[config.mk]
export PLATFORM = sky130hd
export DESIGN_NAME = slave_resp
export DESIGN_NICKNAME = d
export VERILOG_FILES = /design/src/rtl/slave_resp_pkg.sv /design/src/rtl/slave_regfile.sv /design/src/rtl/slave_resp.sv
export SDC_FILE = /design/constraint.sdc
export NUM_CORES = 1
export LEC_CHECK = 0
export CORE_AREA = 3 3 62 64
export DETAILED_ROUTE_END_ITERATION = 12
export DIE_AREA = 0 0 65 67
export PLACE_DENSITY = 0.82
export SLEW_MARGIN = 40
export SYNTH_ARGS = -nofsm -noshare
export SYNTH_HDL_FRONTEND = slang
export SYNTH_SLANG_ARGS = --single-unit
[constraint.sdc]
create_clock -name clk -period 4.85 [get_ports clk]
set_input_delay 0.97 -clock clk [delete_from_list [all_inputs] [get_ports clk]]
set_output_delay 0.97 -clock clk [all_outputs]
set_load 0.05 [all_outputs]
[src/rtl/slave_resp_pkg.sv]
// Shared types and sizes for the slave-side write responder.
package slave_resp_pkg;

  localparam int unsigned ADDR_W = 3;
  localparam int unsigned DATA_W = 3;
  localparam int unsigned DEPTH  = 8;
  localparam int unsigned CNT_W  = 3;

  typedef enum logic [1:0] {
    StIdle,
    StWait,
    StAck,
    StRecover
  } state_e;

endpackage

[src/rtl/slave_regfile.sv]
// 8x3 register file: one synchronous write port, one registered read-before-write read port.
module slave_regfile
  import slave_resp_pkg::*;
(
  input  logic              clk,
  input  logic              rst_n,
  input  logic              we,
  input  logic [ADDR_W-1:0] waddr,
  input  logic [DATA_W-1:0] wdata,
  input  logic [ADDR_W-1:0] raddr,
  output logic [DATA_W-1:0] rdata
);

  logic [DEPTH-1:0][DATA_W-1:0] mem_q;
  logic [DATA_W-1:0]            rdata_q;

  // Non-blocking read of mem_q returns the pre-write contents on a same-entry collision.
  always_ff @(posedge clk or negedge rst_n) begin
    if (!rst_n) begin
      mem_q   <= '0;
      rdata_q <= '0;
    end else begin
      if (we) begin
        mem_q[waddr] <= wdata;
      end
      rdata_q <= mem_q[raddr];
    end
  end

  assign rdata = rdata_q;

endmodule

[src/rtl/slave_resp.sv]
// Slave responder: delayed-ready handshake, register file write, completion pulse and counter.
// Optional overwrite detection is enabled by defining SLAVE_RESP_OVERWRITE_DET_EN.
module slave_resp
  import slave_resp_pkg::*;
#(
  parameter int unsigned READY_DELAY = 2
) (
  input  logic              clk,
  input  logic              rst_n,
  input  logic              valid,
  input  logic [ADDR_W-1:0] addr,
  input  logic [DATA_W-1:0] value,
  input  logic [ADDR_W-1:0] rd_addr,
  output logic              ready,
  output logic              wr_done,
  output logic [DATA_W-1:0] rd_data,
  output logic [7:0]        wr_count,
  output logic              busy,
  output logic              overwrite
);

  localparam logic [CNT_W-1:0] CntLoad = (READY_DELAY > 1) ? CNT_W'(READY_DELAY - 2) : '0;

  state_e           state_q, state_d;
  logic [CNT_W-1:0] cnt_q, cnt_d;
  logic             ready_q, ready_d;
  logic             wr_done_q;
  logic [7:0]       wr_count_q;
  logic             we;

  always_comb begin
    state_d = state_q;
    cnt_d   = cnt_q;
    ready_d = ready_q;
    we      = 1'b0;
    unique case (state_q)
      StIdle: begin
        if (valid) begin
          if (READY_DELAY == 1) begin
            state_d = StAck;
            ready_d = 1'b1;
          end else begin
            state_d = StWait;
            cnt_d   = CntLoad;
          end
        end
      end
      StWait: begin
        if (!valid) begin
          state_d = StIdle;
        end else if (cnt_q == '0) begin
          state_d = StAck;
          ready_d = 1'b1;
        end else begin
          cnt_d = cnt_q - 1'b1;
        end
      end
      StAck: begin
        if (valid && ready_q) begin
          we      = 1'b1;
          ready_d = 1'b0;
          state_d = StRecover;
        end else if (!valid) begin
          ready_d = 1'b0;
          state_d = StIdle;
        end
      end
      // One dead cycle so the master's held-over valid is never taken as a new request.
      StRecover: state_d = StIdle;
      default:   state_d = StIdle;
    endcase
  end

  always_ff @(posedge clk or negedge rst_n) begin
    if (!rst_n) begin
      state_q    <= StIdle;
      cnt_q      <= '0;
      ready_q    <= 1'b0;
      wr_done_q  <= 1'b0;
      wr_count_q <= '0;
    end else begin
      state_q   <= state_d;
      cnt_q     <= cnt_d;
      ready_q   <= ready_d;
      wr_done_q <= we;
      if (we) begin
        wr_count_q <= wr_count_q + 8'd1;
      end
    end
  end

  slave_regfile u_regfile (
    .clk   (clk),
    .rst_n (rst_n),
    .we    (we),
    .waddr (addr),
    .wdata (value),
    .raddr (rd_addr),
    .rdata (rd_data)
  );

`ifdef SLAVE_RESP_OVERWRITE_DET_EN
  logic [DEPTH-1:0] flags_q;
  logic             overwrite_q;

  always_ff @(posedge clk or negedge rst_n) begin
    if (!rst_n) begin
      flags_q     <= '0;
      overwrite_q <= 1'b0;
    end else begin
      overwrite_q <= we & flags_q[addr];
      if (we) begin
        flags_q[addr] <= 1'b1;
      end
    end
  end

  assign overwrite = overwrite_q;
`else
  assign overwrite = 1'b0;
`endif

  assign ready    = ready_q;
  assign wr_done  = wr_done_q;
  assign wr_count = wr_count_q;
  assign busy     = (state_q != StIdle);

endmodule

Word-level counts from Yosys, hierarchy flattened. Cells that the tools add are included.

Word-level logic and storage cells: 60. Flip-flop bits (word level): 42. Input bits: 12.

Muxes and demuxes: 22. Equal/unequal tests: 9. Add/subtract/negate cells: 2. Reduce and logical (&&, ||, !) cells: 10. $lt $le $gt $ge: 3.

Operators with widths (number): $bwmux 24 (1); $mux 3 (5); $mux 2 (5); $bmux 3 s3 (1); $demux 3 s3 (1); $add 8x1->8 const B (1); $lt 3x4->1 const B (2); $ne 2x2->1 const B (4); $pmux 2 s4 (1); $reduce_and 4->1 (2); $mux 1 (6); $ne 3x3->1 const B (2); $pmux 3 s2 (1); $reduce_bool 2->1 (3); $eq 2x2->1 const B (2); $ge 3x1->1 const B (1); $logic_not 3->1 (1); $reduce_and 3->1 (1); $sub 3x1->3 const B (1); $eq 2x1->1 const B (1); $logic_and 1x1->1 (2); $logic_not 2->1 (1); $pmux 1 s2 (1).

Depth between registers and ports, before layout. Gate-level depths: netlist of run 1.

Word-level depth: 5. Depth in mapped cells: 5.

Modules after synthesis. Synthesis of run 1 repeated with hierarchy kept, for this count alone.

Cells, all modules: 137. Area total of the unflattened synthesis: 1973.1 µm².

Modules (own cells, without submodules): slave_regfile (times used 1, area an instance 1233.7 µm², seq. area each 675.6 µm², cells each 69); slave_resp (times used 1, area an instance 739.5 µm², seq. area each 375.4 µm², cells each 68).

Least setup slack after synthesis of run 1. Ideal clock, no wire load.

Path kind: input port to flip-flop. Start point: input port rd_addr[1]. End point: register u_regfile.rdata_q[0] (netlist: u_regfile.rdata[0]). Setup slack: 2637 ps. Data required time: 4725 ps. Setup time: 125 ps. Arrival time: 2088 ps. Buffers on the path: 1. Cell stages on the path: 3. Cell sequence: clkbuf_1 > mux4_2 > mux2_2.

Word-level cells in the longest chain between the ends: 2.

RTL lines: start: declaration (line slave_resp.sv:13) `input logic [ADDR_W-1:0] rd_addr,`; $bmux 3 s3 (line slave_regfile.sv:26) `rdata_q <= mem_q[raddr];`; $mux 3 (implied by the code) (line slave_regfile.sv:26); end signal: assignment (line slave_regfile.sv:26); end: declaration (line slave_regfile.sv:15) `logic [DATA_W-1:0] rdata_q;`.

Every way passes these cells. The select of a mux whose other input is x is not followed. A chain may end at the register's enable or synchronous reset.

Final worst setup path of run 1.
Start point: register state_q[0]. End point: output port busy.

Word-level cells in the longest chain between the ends: 1.

RTL lines: start: declaration (line slave_resp.sv:24) `state_e state_q, state_d;`; start signal: assignment (line slave_resp.sv:76) `state_q <= StIdle;`; start signal: assignment (line slave_resp.sv:82) `state_q <= state_d;`; $reduce_bool 2->1 (line slave_resp.sv:126) `assign busy = (state_q != StIdle);`; end: declaration (line slave_resp.sv:18) `output logic busy,`.

Every way passes these cells.

==> reports/qor.yml, run 1 <==
status: "complete, no violations"
synth_area_leaders: "dfrtp_1 54%, mux2_2 14%, mux4_2 7.0%, xnor2_1 3.2%, mux2_4 2.3%"
dr.pass1.iters: 4
met3_usage_pct: 5.902
synth_seq_cells: 42
yosysTopAreaCellShare_pct: 54.09
crit_arrival_ns: 1.85
required_ns: 3.88
vdd_ir_drop_max_mv: 0.3783
clock-sinks: 42
root_buffer: "clkbuf_4"
cts_hold_buf: 0
routedWlPerCell_um: 16.35
first_global_vias: 1212
overflow: 0
r2r_end: "u_regfile.mem_q[15]"
whs_path_depth: 1
yosysSeqAreaShare_pct: 54.09
setup_viol: 0
cts_buffers: 5
layout_min_cycle_time_ns: 2.823
async_reset_ff_share_pct: 100.0
power_density_nw_per_um2: 486.2
period_share_pct: 58.21
ys_dominant_reg_cell: "dfrtp_1"
start_util_pct: 58.23
placed_area_um2: 2228
routed_wl_mm: 3.499
routed-via-count: 1165
holdPathEnd: "wr_count[7]"
hold_path.class: "reg -> reg"
post-route-cell-area_um2: 2310
yosys-top-cells-count: "42 x dfrtp_1, 24 x mux2_2, 9 x nand2_1"
h-tree-depth: 2
insertion_delay_ns: 0.35
finClkSkew_ns: 0.009692
synth_area_per_cell_um2: 13.88
cts.path.max_buffers: 2
yosys.area.top_type: "dfrtp_1"
crit_path_max_fanout: 11
fill_cells: 256
reg2reg_depth: 4
gp_congestion: 0.7997
port_buffers: 25
start_kind: "register"
fmax_mhz: 354.2
drc: 0
crit_type: "reg -> out"
grt_usage_pct: 18.78
rrSetupSlack_ns: 3.01
maxSlewViolCount: 0
die_y_um: 67
multi_input_area_um2: 845.8
rsz0062_at_grt: "no"
fp.coreArea_um2: 3337
netlist_area_um2: 1943
cts_resized: 0
antenna_found_initial: 0
synth.distinct_cells: 32
n_antenna_cell: 0
dieArea_um2: 4355
clk_pin_slew_ns: 0.11
drt-vias-per-instance: 5.444
yosysMostFrequentCell: "dfrtp_1"
setup.worst_path.end_class: "output pin"
post-cts-setup-buffer-count: 0
grt_use_met1_pct: 21.47
synth_edf_count: 0
r2r-start: "state_q[0]"
syn_nets: 155
fin_tns_setup_ns: 0
row_count: 21
ant_nets: 0
cap_violations: 0
drt_iter0_drc: 61
grt_max_degree: 43
syn2layout_area_growth_pct: 18.87
die_w_um: 65
p_leak_uw: 0.001093
grt_util_met2_pct: 33.21
nets: 183
yosysWarnings: 0
regArea_um2: 1051
tightest_slew_ns: 0.5166
cts_tree: "built"
grt_pass1_wl_mm: 5.968
num_io_pins: 27
drive_gt1_share_pct: 26.79
synthesis.instances: 140
slew-limit-headroom_pct: 65.56
hold_start: "wr_count[7]"
dpl.hpwl_mm: 2.715
finalHoldViolations: 0
grt.busiest_layer: "met2"
==> stage by stage <==
step	total power, uW	hold WS [ns]	utilization [%]	setup WS, ns	cells
3_3_place_gp	889.5	0.4604	66.70	2.113	207
6_report	1123	0.4817	69.22	2.027	214
5_1_grt	1192	0.4995	69.22	1.923	214
2_1_floorplan	784.1	0.4738	-	2.637	140
3_5_place_dp	911.5	0.4679	66.78	1.992	207
4_1_cts	1136	0.4879	69.22	2.007	214
==> flip-flops by register name, indices dropped and copies added, names as in the netlist <==
name	count
cnt_q	3
ready	1
state_q	2
u_regfile.mem_q	24
u_regfile.rdata	3
wr_count	8
wr_done	1
==> worst max-delay path, cell delays in order (launching register included) <==
cell and delay, ns:
dfrtp_1 0.50, or2_2 0.32, clkdlybuf4s50_1 0.70
==> cell usage in the layout (no fill, tap or decap), drive strengths merged, types with 3 or more instances in the layout <==
master,synthesis,routed
and3,3,3
clkbuf,2,6
clkdlybuf4s50,0,24
dfrtp,42,42
ha,3,3
inv,7,7
mux2,27,27
mux4,6,6
nand2,9,9
nand4,3,3
nor2,3,3
o22ai,3,3
xnor2,7,7
==> metal layers <==
metal / up-vias / wire, um
li1: 561 / -
met5: - / 0
met3: 7 / 143
met2: 20 / 1860
met1: 577 / 1446
met4: 0 / 48
==> cells by family after synthesis <==
family	Yosys count	synth area share [%]
AND/OR/NAND/NOR	33	11.08
XOR/XNOR	7	3.155
AO/OA/AOI/OAI	10	3.993
adder cells (fa/ha/maj)	3	1.932
other	1	0.1930
buffers and inverters	11	2.383
flip-flops	42	54.09
multiplexers	33	23.18
==> layout make-up <==
type,instances,share of cell area [%]
flip-flops and latches,42,45.50
multi-input cells,87,36.62
repair buffers,25,10.73
well taps,46,2.492
clock buffers,6,2.221
clock inverters,1,1.300
inverters,7,1.138
==> power breakdown <==
part	switching, uW	leakage [uW]	internal [uW]
Combinational	208	0.000480	182
Sequential	67.1	0.000569	441
Clock	104	0.0000443	120
==> how the worst max path moves through the flow <==
| stage | from | endpoint | slack, ns | cells after the start |
|---|---|---|---|---|
| 4_1_cts | state_q[0] | busy | 2.01 | 2 |
| 2_1_floorplan | rd_addr[1] | u_regfile.rdata[0] | 2.64 | 3 |
| 3_3_place_gp | valid | u_regfile.mem_q[15] | 2.11 | 5 |
| 5_1_grt | state_q[0] | busy | 1.92 | 2 |
| 3_5_place_dp | valid | u_regfile.mem_q[15] | 1.99 | 5 |
| 6_report | state_q[0] | busy | 2.03 | 2 |
Power figures use the tool's default switching activity.
==> inputs of run 2 (changes only) <==
--- a/config.mk
+++ b/config.mk
@@ -5,10 +5,10 @@
 export SDC_FILE = /design/constraint.sdc
 export NUM_CORES = 1
 export LEC_CHECK = 0
-export CORE_AREA = 3 3 62 64
+export CORE_AREA = 3 3 68 70
 export DETAILED_ROUTE_END_ITERATION = 12
-export DIE_AREA = 0 0 65 67
-export PLACE_DENSITY = 0.82
+export DIE_AREA = 0 0 71 73
+export PLACE_DENSITY = 0.73
 export SLEW_MARGIN = 40
 export SYNTH_ARGS = -nofsm -noshare
 export SYNTH_HDL_FRONTEND = slang
==> constraint.sdc (replaced) <==
create_clock -name clk -period 2.4 [get_ports clk]
set_input_delay 0.48 -clock clk [delete_from_list [all_inputs] [get_ports clk]]
set_output_delay 0.48 -clock clk [all_outputs]
set_load 0.05 [all_outputs]
==> run 2 against run 1 <==
  * Setup slack lost 1.9 ns
  * Via count grew 5.2%
  * Count of clock-buffer cells in the layout is the same
  * Core utilization shrank 11 points
  * Power grew 110%
  * Critical path depth is the same
==> reports/qor.yml, run 2 (synthesis results as in run 1) <==
rsz0062_at_grt: "no"  # unchanged
fin_util_pct: 58.17  # was 69.22%
dpl.hpwl_mm: 2.886  # was 2.715 mm
antenna_found_initial: 0  # unchanged
syn2layout_area_growth_pct: 20.61  # was 18.87%
fp.coreArea_um2: 4029  # was 3337 um^2
final_cell_mix: "42 x dfrtp_1, 24 x mux2_2, 24 x clkdlybuf4s50_1, 9 x nand2_1"  # unchanged
drt_iter0_drc: 76  # was 61
period_share_pct: 95.73
status: "complete, no violations"  # unchanged
grt_pass1_wl_mm: 6.789  # was 5.968 mm
highest_layer: "met4"  # unchanged
dieArea_um2: 5183  # was 4355 um^2
r2r_end: "u_regfile.mem_q[6]"  # was u_regfile.mem_q[15]
drive_gt1_share_pct: 28.07  # was 26.79%
start_kind: "register"  # unchanged
finClkSkew_ns: 0.005280  # was 0.009692 ns
cts_buffers: 5  # unchanged
drc: 0  # unchanged
crit_path_max_fanout: 11  # unchanged
routedWlPerCell_um: 17.67  # was 16.35 um
post-cts-setup-buffer-count: 0  # unchanged
finalHoldViolations: 0  # unchanged
overflow: 0  # unchanged
first_global_vias: 1386  # was 1212
grt_max_degree: 43  # unchanged
post-route-cell-area_um2: 2344  # was 2310 um^2
layout.cells.non_filler: 221  # was 214
clock-sinks: 42  # unchanged
power_density_nw_per_um2: 986.3  # was 486.2 nW/um^2
tightest_slew_ns: 0.5239  # was 0.5166 ns
drt-vias-per-instance: 5.543  # was 5.444
insertion_delay_ns: 0.30  # was 0.35 ns
clk_pin_slew_ns: 0.08  # was 0.11 ns
gp_congestion: 0.7921  # was 0.7997
n_antenna_cell: 0  # unchanged
start_util_pct: 48.23  # was 58.23%
routed-via-count: 1225  # was 1165
fmax_mhz: 435.3
holdWs_ns: 0.1502  # was 0.4817 ns
row_count: 23  # was 21
dp.cells: 213  # was 207
regArea_um2: 1051  # unchanged
cts.path.max_buffers: 2  # unchanged
slew-limit-headroom_pct: 65.08  # was 65.56%
num_io_pins: 27  # unchanged
crit_arrival_ns: 1.82  # was 1.85 ns
met3_length_um: 171  # was 143 um
grt_usage_pct: 17.33  # was 18.78%
die_y_um: 73  # was 67 um
die_w_um: 71  # was 65 um
cap_violations: 0  # unchanged
p_leak_uw: 0.001107  # was 0.001093 uW
dr.pass1.iters: 4  # unchanged
crit_type: "reg -> out"  # unchanged
required_ns: 1.92  # was 3.88 ns
placed_area_um2: 2248  # was 2228 um^2
nets: 185  # was 183
cts_hold_buf: 0  # unchanged
fin_tns_setup_ns: 0  # unchanged
hold_path.class: "in -> async"  # was reg -> reg
reg2reg_depth: 3  # was 4
dr_wl_met2_mm: 2.004  # was 1.860 mm
final_common_cell: "dfrtp_1"  # unchanged
routed_wl_mm: 3.906  # was 3.499 mm
ant_nets: 0  # unchanged
drt-met1-wl_mm: 1.626  # was 1.446 mm
cts_tree: "built"  # unchanged
maxSlewViolCount: 0  # unchanged
setup.worst_path.end_class: "output pin"  # unchanged
fill_cells: 347  # was 256
top_register: "u_regfile.mem_q"  # unchanged
vdd_ir_drop_max_mv: 0.7222  # was 0.3783 mV
setup_viol: 0  # unchanged
largest_reg_flops: 24  # unchanged
cts_resized: 0  # unchanged
rrSetupSlack_ns: 0.62  # was 3.01 ns
root_buffer: "clkbuf_8"  # was clkbuf_4
h-tree-depth: 2  # unchanged
r2r-start: "state_q[0]"  # unchanged
port_buffers: 25  # unchanged
multi_input_area_um2: 845.8  # unchanged
layout_min_cycle_time_ns: 2.297
run 2: cell types whose count changed in the layout (fill, tap and decap cells not counted):
cell | previous run | this run
clkinvlp_4 | 0 | 1
clkbuf_8 | 1 | 6
bufinv_16 | 1 | 0
clkinv_2 | 0 | 1
clkbuf_4 | 5 | 0
buf_4 | 1 | 3
run 2: routing by layer:
layer	GRT usage, %	vias to the layer above
met5	0	-
met4	7.933	0
met3	5.510	11
met2	29.25	24
met1	20.23	627
li1	-	563
run 2: per-stage QoR:
step	worst slack, ns	power [uW]
2_1_floorplan	0.5439	1585
3_3_place_gp	0.1719	1799
3_5_place_dp	0.1184	1855
4_1_cts	0.08864	2336
5_1_grt	0.04651	2451
6_report	0.1025	2311
run 2: worst max-delay path by stage:
stage                           from  slack (ns)            endpoint  cells past startpoint
after floorplan                ready        0.54  u_regfile.mem_q[6]                      3
after global placement         valid        0.17  u_regfile.mem_q[6]                      4
after detailed placement       valid        0.12  u_regfile.mem_q[6]                      4
after CTS                 state_q[0]        0.09                busy                      2
after global routing      state_q[0]        0.05                busy                      2
final                     state_q[0]        0.10                busy                      2
run 2: power breakdown:
group	leakage, uW	internal [uW]	total (uW)	switching, uW
logic	0.000491	369	798	429
registers	0.000569	893	1040	147
clock network	0.0000472	231	473	242
total	0.00111	1490	2310	818
run 2: final cells by class:
type / instances / area share [%]
flip-flops and latches: 42 / 44.85
well taps: 50 / 2.670
inverters: 7 / 1.121
repair buffers: 27 / 11.21
multi-input cells: 87 / 36.09
clock inverters: 2 / 0.5339
clock buffers: 6 / 3.524
run 2: worst max-delay path, stage by stage (launching register included):
cell             delay, ns
dfrtp_1               0.49
or2_2                 0.32
clkdlybuf4s50_1       0.71
==> inputs of run 3 (changes only) <==
==> constraint.sdc (replaced) <==
create_clock -name clk -period 1.85 [get_ports clk]
set_input_delay 0.37 -clock clk [delete_from_list [all_inputs] [get_ports clk]]
set_output_delay 0.37 -clock clk [all_outputs]
set_load 0.05 [all_outputs]
==> run 3 against run 2 <==
  * Routed wire length shrank 2.0%
  * Combinational power grew 34%
  * Register-to-register slack lost 0.39 ns
  * Power grew 34%
  * Hold slack lost 0.020 ns
  * Via count grew 3.5%
  * Clock skew grew 0.0059 ns
  * Non-clock buffer count grew 11
  * Final cell count grew 5.0%
  * Sequential cell count is the same
==> reports/qor.yml, run 3 (synthesis results as in run 1) <==
h-tree-depth: 2  # unchanged
setup_viol: 0  # unchanged
crit_path_max_fanout: 1  # was 11
vdd_ir_drop_max_mv: 0.7582  # was 0.7222 mV
syn2layout_area_growth_pct: 24.86  # was 20.61%
insertion_delay_ns: 0.30  # about the same
tightest_slew_ns: 0.5353  # was 0.5239 ns
path_depth: 1  # was 2
status: "complete, no violations"  # unchanged
layout_min_cycle_time_ns: 1.802
antenna_found_initial: 0  # unchanged
row_count: 23  # unchanged
dieArea_um2: 5183  # unchanged
post-place-ws_ns: -0.2448  # was 0.1184 ns
drt-vias-per-instance: 5.466  # was 5.543
port_buffers: 25  # unchanged
dp.cells: 224  # was 213
start_kind: "register"  # unchanged
endpoint: "rd_data[2]"  # was busy
r2r-start: "state_q[1]"  # was state_q[0]
n_antenna_cell: 0  # unchanged
routedWlPerCell_um: 16.50  # was 17.67 um
fp.coreArea_um2: 4029  # unchanged
required_ns: 1.48  # was 1.92 ns
clk_pin_slew_ns: 0.08  # about the same
slowest_delay_ns: 0.79  # was 0.71 ns
cts_buffers: 5  # unchanged
die_w_um: 71  # unchanged
r2r_end: "u_regfile.mem_q[7]"  # was u_regfile.mem_q[6]
drive_gt1_share_pct: 38.46  # was 28.07%
nets: 196  # was 185
num_io_pins: 27  # unchanged
top_register: "u_regfile.mem_q"  # unchanged
p_leak_uw: 0.001190  # was 0.001107 uW
dr.pass1.iters: 4  # unchanged
cts_resized: 0  # unchanged
gp_congestion: 0.7533  # was 0.7921
rrSetupSlack_ns: 0.23  # was 0.62 ns
setup.worst_path.end_class: "output pin"  # unchanged
final_cell_mix: "41 x dfrtp_1, 24 x mux2_2, 22 x buf_4, 14 x clkdlybuf4s50_1, 9 x nand2_1"  # was 42 x dfrtp_1, 24 x mux2_2, 24 x clkdlybuf4s50_1, 9 x nand2_1
grt_max_degree: 43  # unchanged
maxSlewViolCount: 0  # unchanged
crit_start: "u_regfile.rdata[2]"  # was state_q[0]
dpl.hpwl_mm: 2.859  # was 2.886 mm
power.total_uw: 3105  # was 2311 uW
holdWs_ns: 0.1302  # was 0.1502 ns
grt_usage_pct: 16.25  # was 17.33%
post-cts-setup-buffer-count: 0  # unchanged
crit_type: "reg -> out"  # unchanged
ant_nets: 0  # unchanged
overflow: 0  # unchanged
drc: 0  # unchanged
crit_arrival_ns: 1.43  # was 1.82 ns
reg2reg_depth: 3  # unchanged
cap_violations: 0  # unchanged
path_buf_inv: 1  # unchanged
worst_path_dominant_cell_family: "buffers and inverters"  # unchanged
routed-via-count: 1268  # was 1225
rsz0062_at_grt: "no"  # unchanged
first_global_vias: 1301  # was 1386
cts_tree: "built"  # unchanged
cp_cell_sequence: "clkdlybuf4s50_1"  # was or2_2 > clkdlybuf4s50_1
hold_path.class: "in -> async"  # unchanged
routed_wl_mm: 3.827  # was 3.906 mm
period_share_pct: 97.38
power_density_nw_per_um2: 1280  # was 986.3 nW/um^2
finalHoldViolations: 0  # unchanged
fin_ws_ns: 0.04849  # was 0.1025 ns
slew-limit-headroom_pct: 64.32  # was 65.08%
critPathSlowestCell: "clkdlybuf4s50_1"  # unchanged
root_buffer: "clkbuf_8"  # unchanged
fill_cells: 322  # was 347
final_common_cell: "dfrtp_1"  # unchanged
drt_iter0_drc: 78  # was 76
cts_hold_buf: 0  # unchanged
largest_reg_flops: 24  # unchanged
fmax_mhz: 555.1
die_y_um: 73  # unchanged
grt_pass1_wl_mm: 6.292  # was 6.789 mm
finClkSkew_ns: 0.01122  # was 0.005280 ns
start_util_pct: 48.23  # unchanged
clock-sinks: 42  # unchanged
layout.cells.non_filler: 232  # was 221
cts.path.max_buffers: 2  # unchanged
-- run 3: power breakdown --
| group | internal, uW | leakage, uW | switching [uW] |
|---|---|---|---|
| Sequential | 1160 | 0.000568 | 162 |
| Clock | 397 | 0.0000579 | 312 |
| Combinational | 495 | 0.000563 | 577 |
-- run 3: how the worst min path moves through the flow --
stage                     startpoint                 end  cells past startpoint
after floorplan                rst_n            cnt_q[0]                      0
after global placement         rst_n         wr_count[7]                      2
after detailed placement       rst_n             wr_done                      2
after CTS                      rst_n  u_regfile.rdata[2]                      2
after global routing           rst_n         wr_count[6]                      2
final                          rst_n  u_regfile.rdata[2]                      2
-- run 3: per-layer routing --
metal | GRT usage [%] | vias to the layer above | routed length [um]
met4 | 7.516 | 0 | 89
met2 | 28.12 | 24 | 1998
met1 | 18.73 | 645 | 1596
met5 | 0 | - | 0
li1 | - | 591 | -
met3 | 4.545 | 8 | 143
-- run 3: cell type report --
| cell class | count | area, um^2 | area share, % |
|---|---|---|---|
| Multi-Input combinational cell | 87 | 845.8 | 34.86 |
| Inverter | 7 | 26.28 | 1.083 |
| Clock inverter | 3 | 40.04 | 1.650 |
| Clock buffer | 5 | 68.82 | 2.837 |
| Tap cell | 50 | 62.56 | 2.579 |
| Sequential cell | 42 | 1052 | 43.37 |
| Timing Repair Buffer | 38 | 330.3 | 13.62 |
-- run 3: through the flow --
step	setup TNS (ns)	cell area [um^2]	utilization, %
after floorplan	0	1944	-
final	0	2426	60.22
after CTS	0	2426	60.22
after global routing	0	2426	60.22
after detailed placement	-3.677	2317	57.52
after global placement	-2.150	2317	57.52
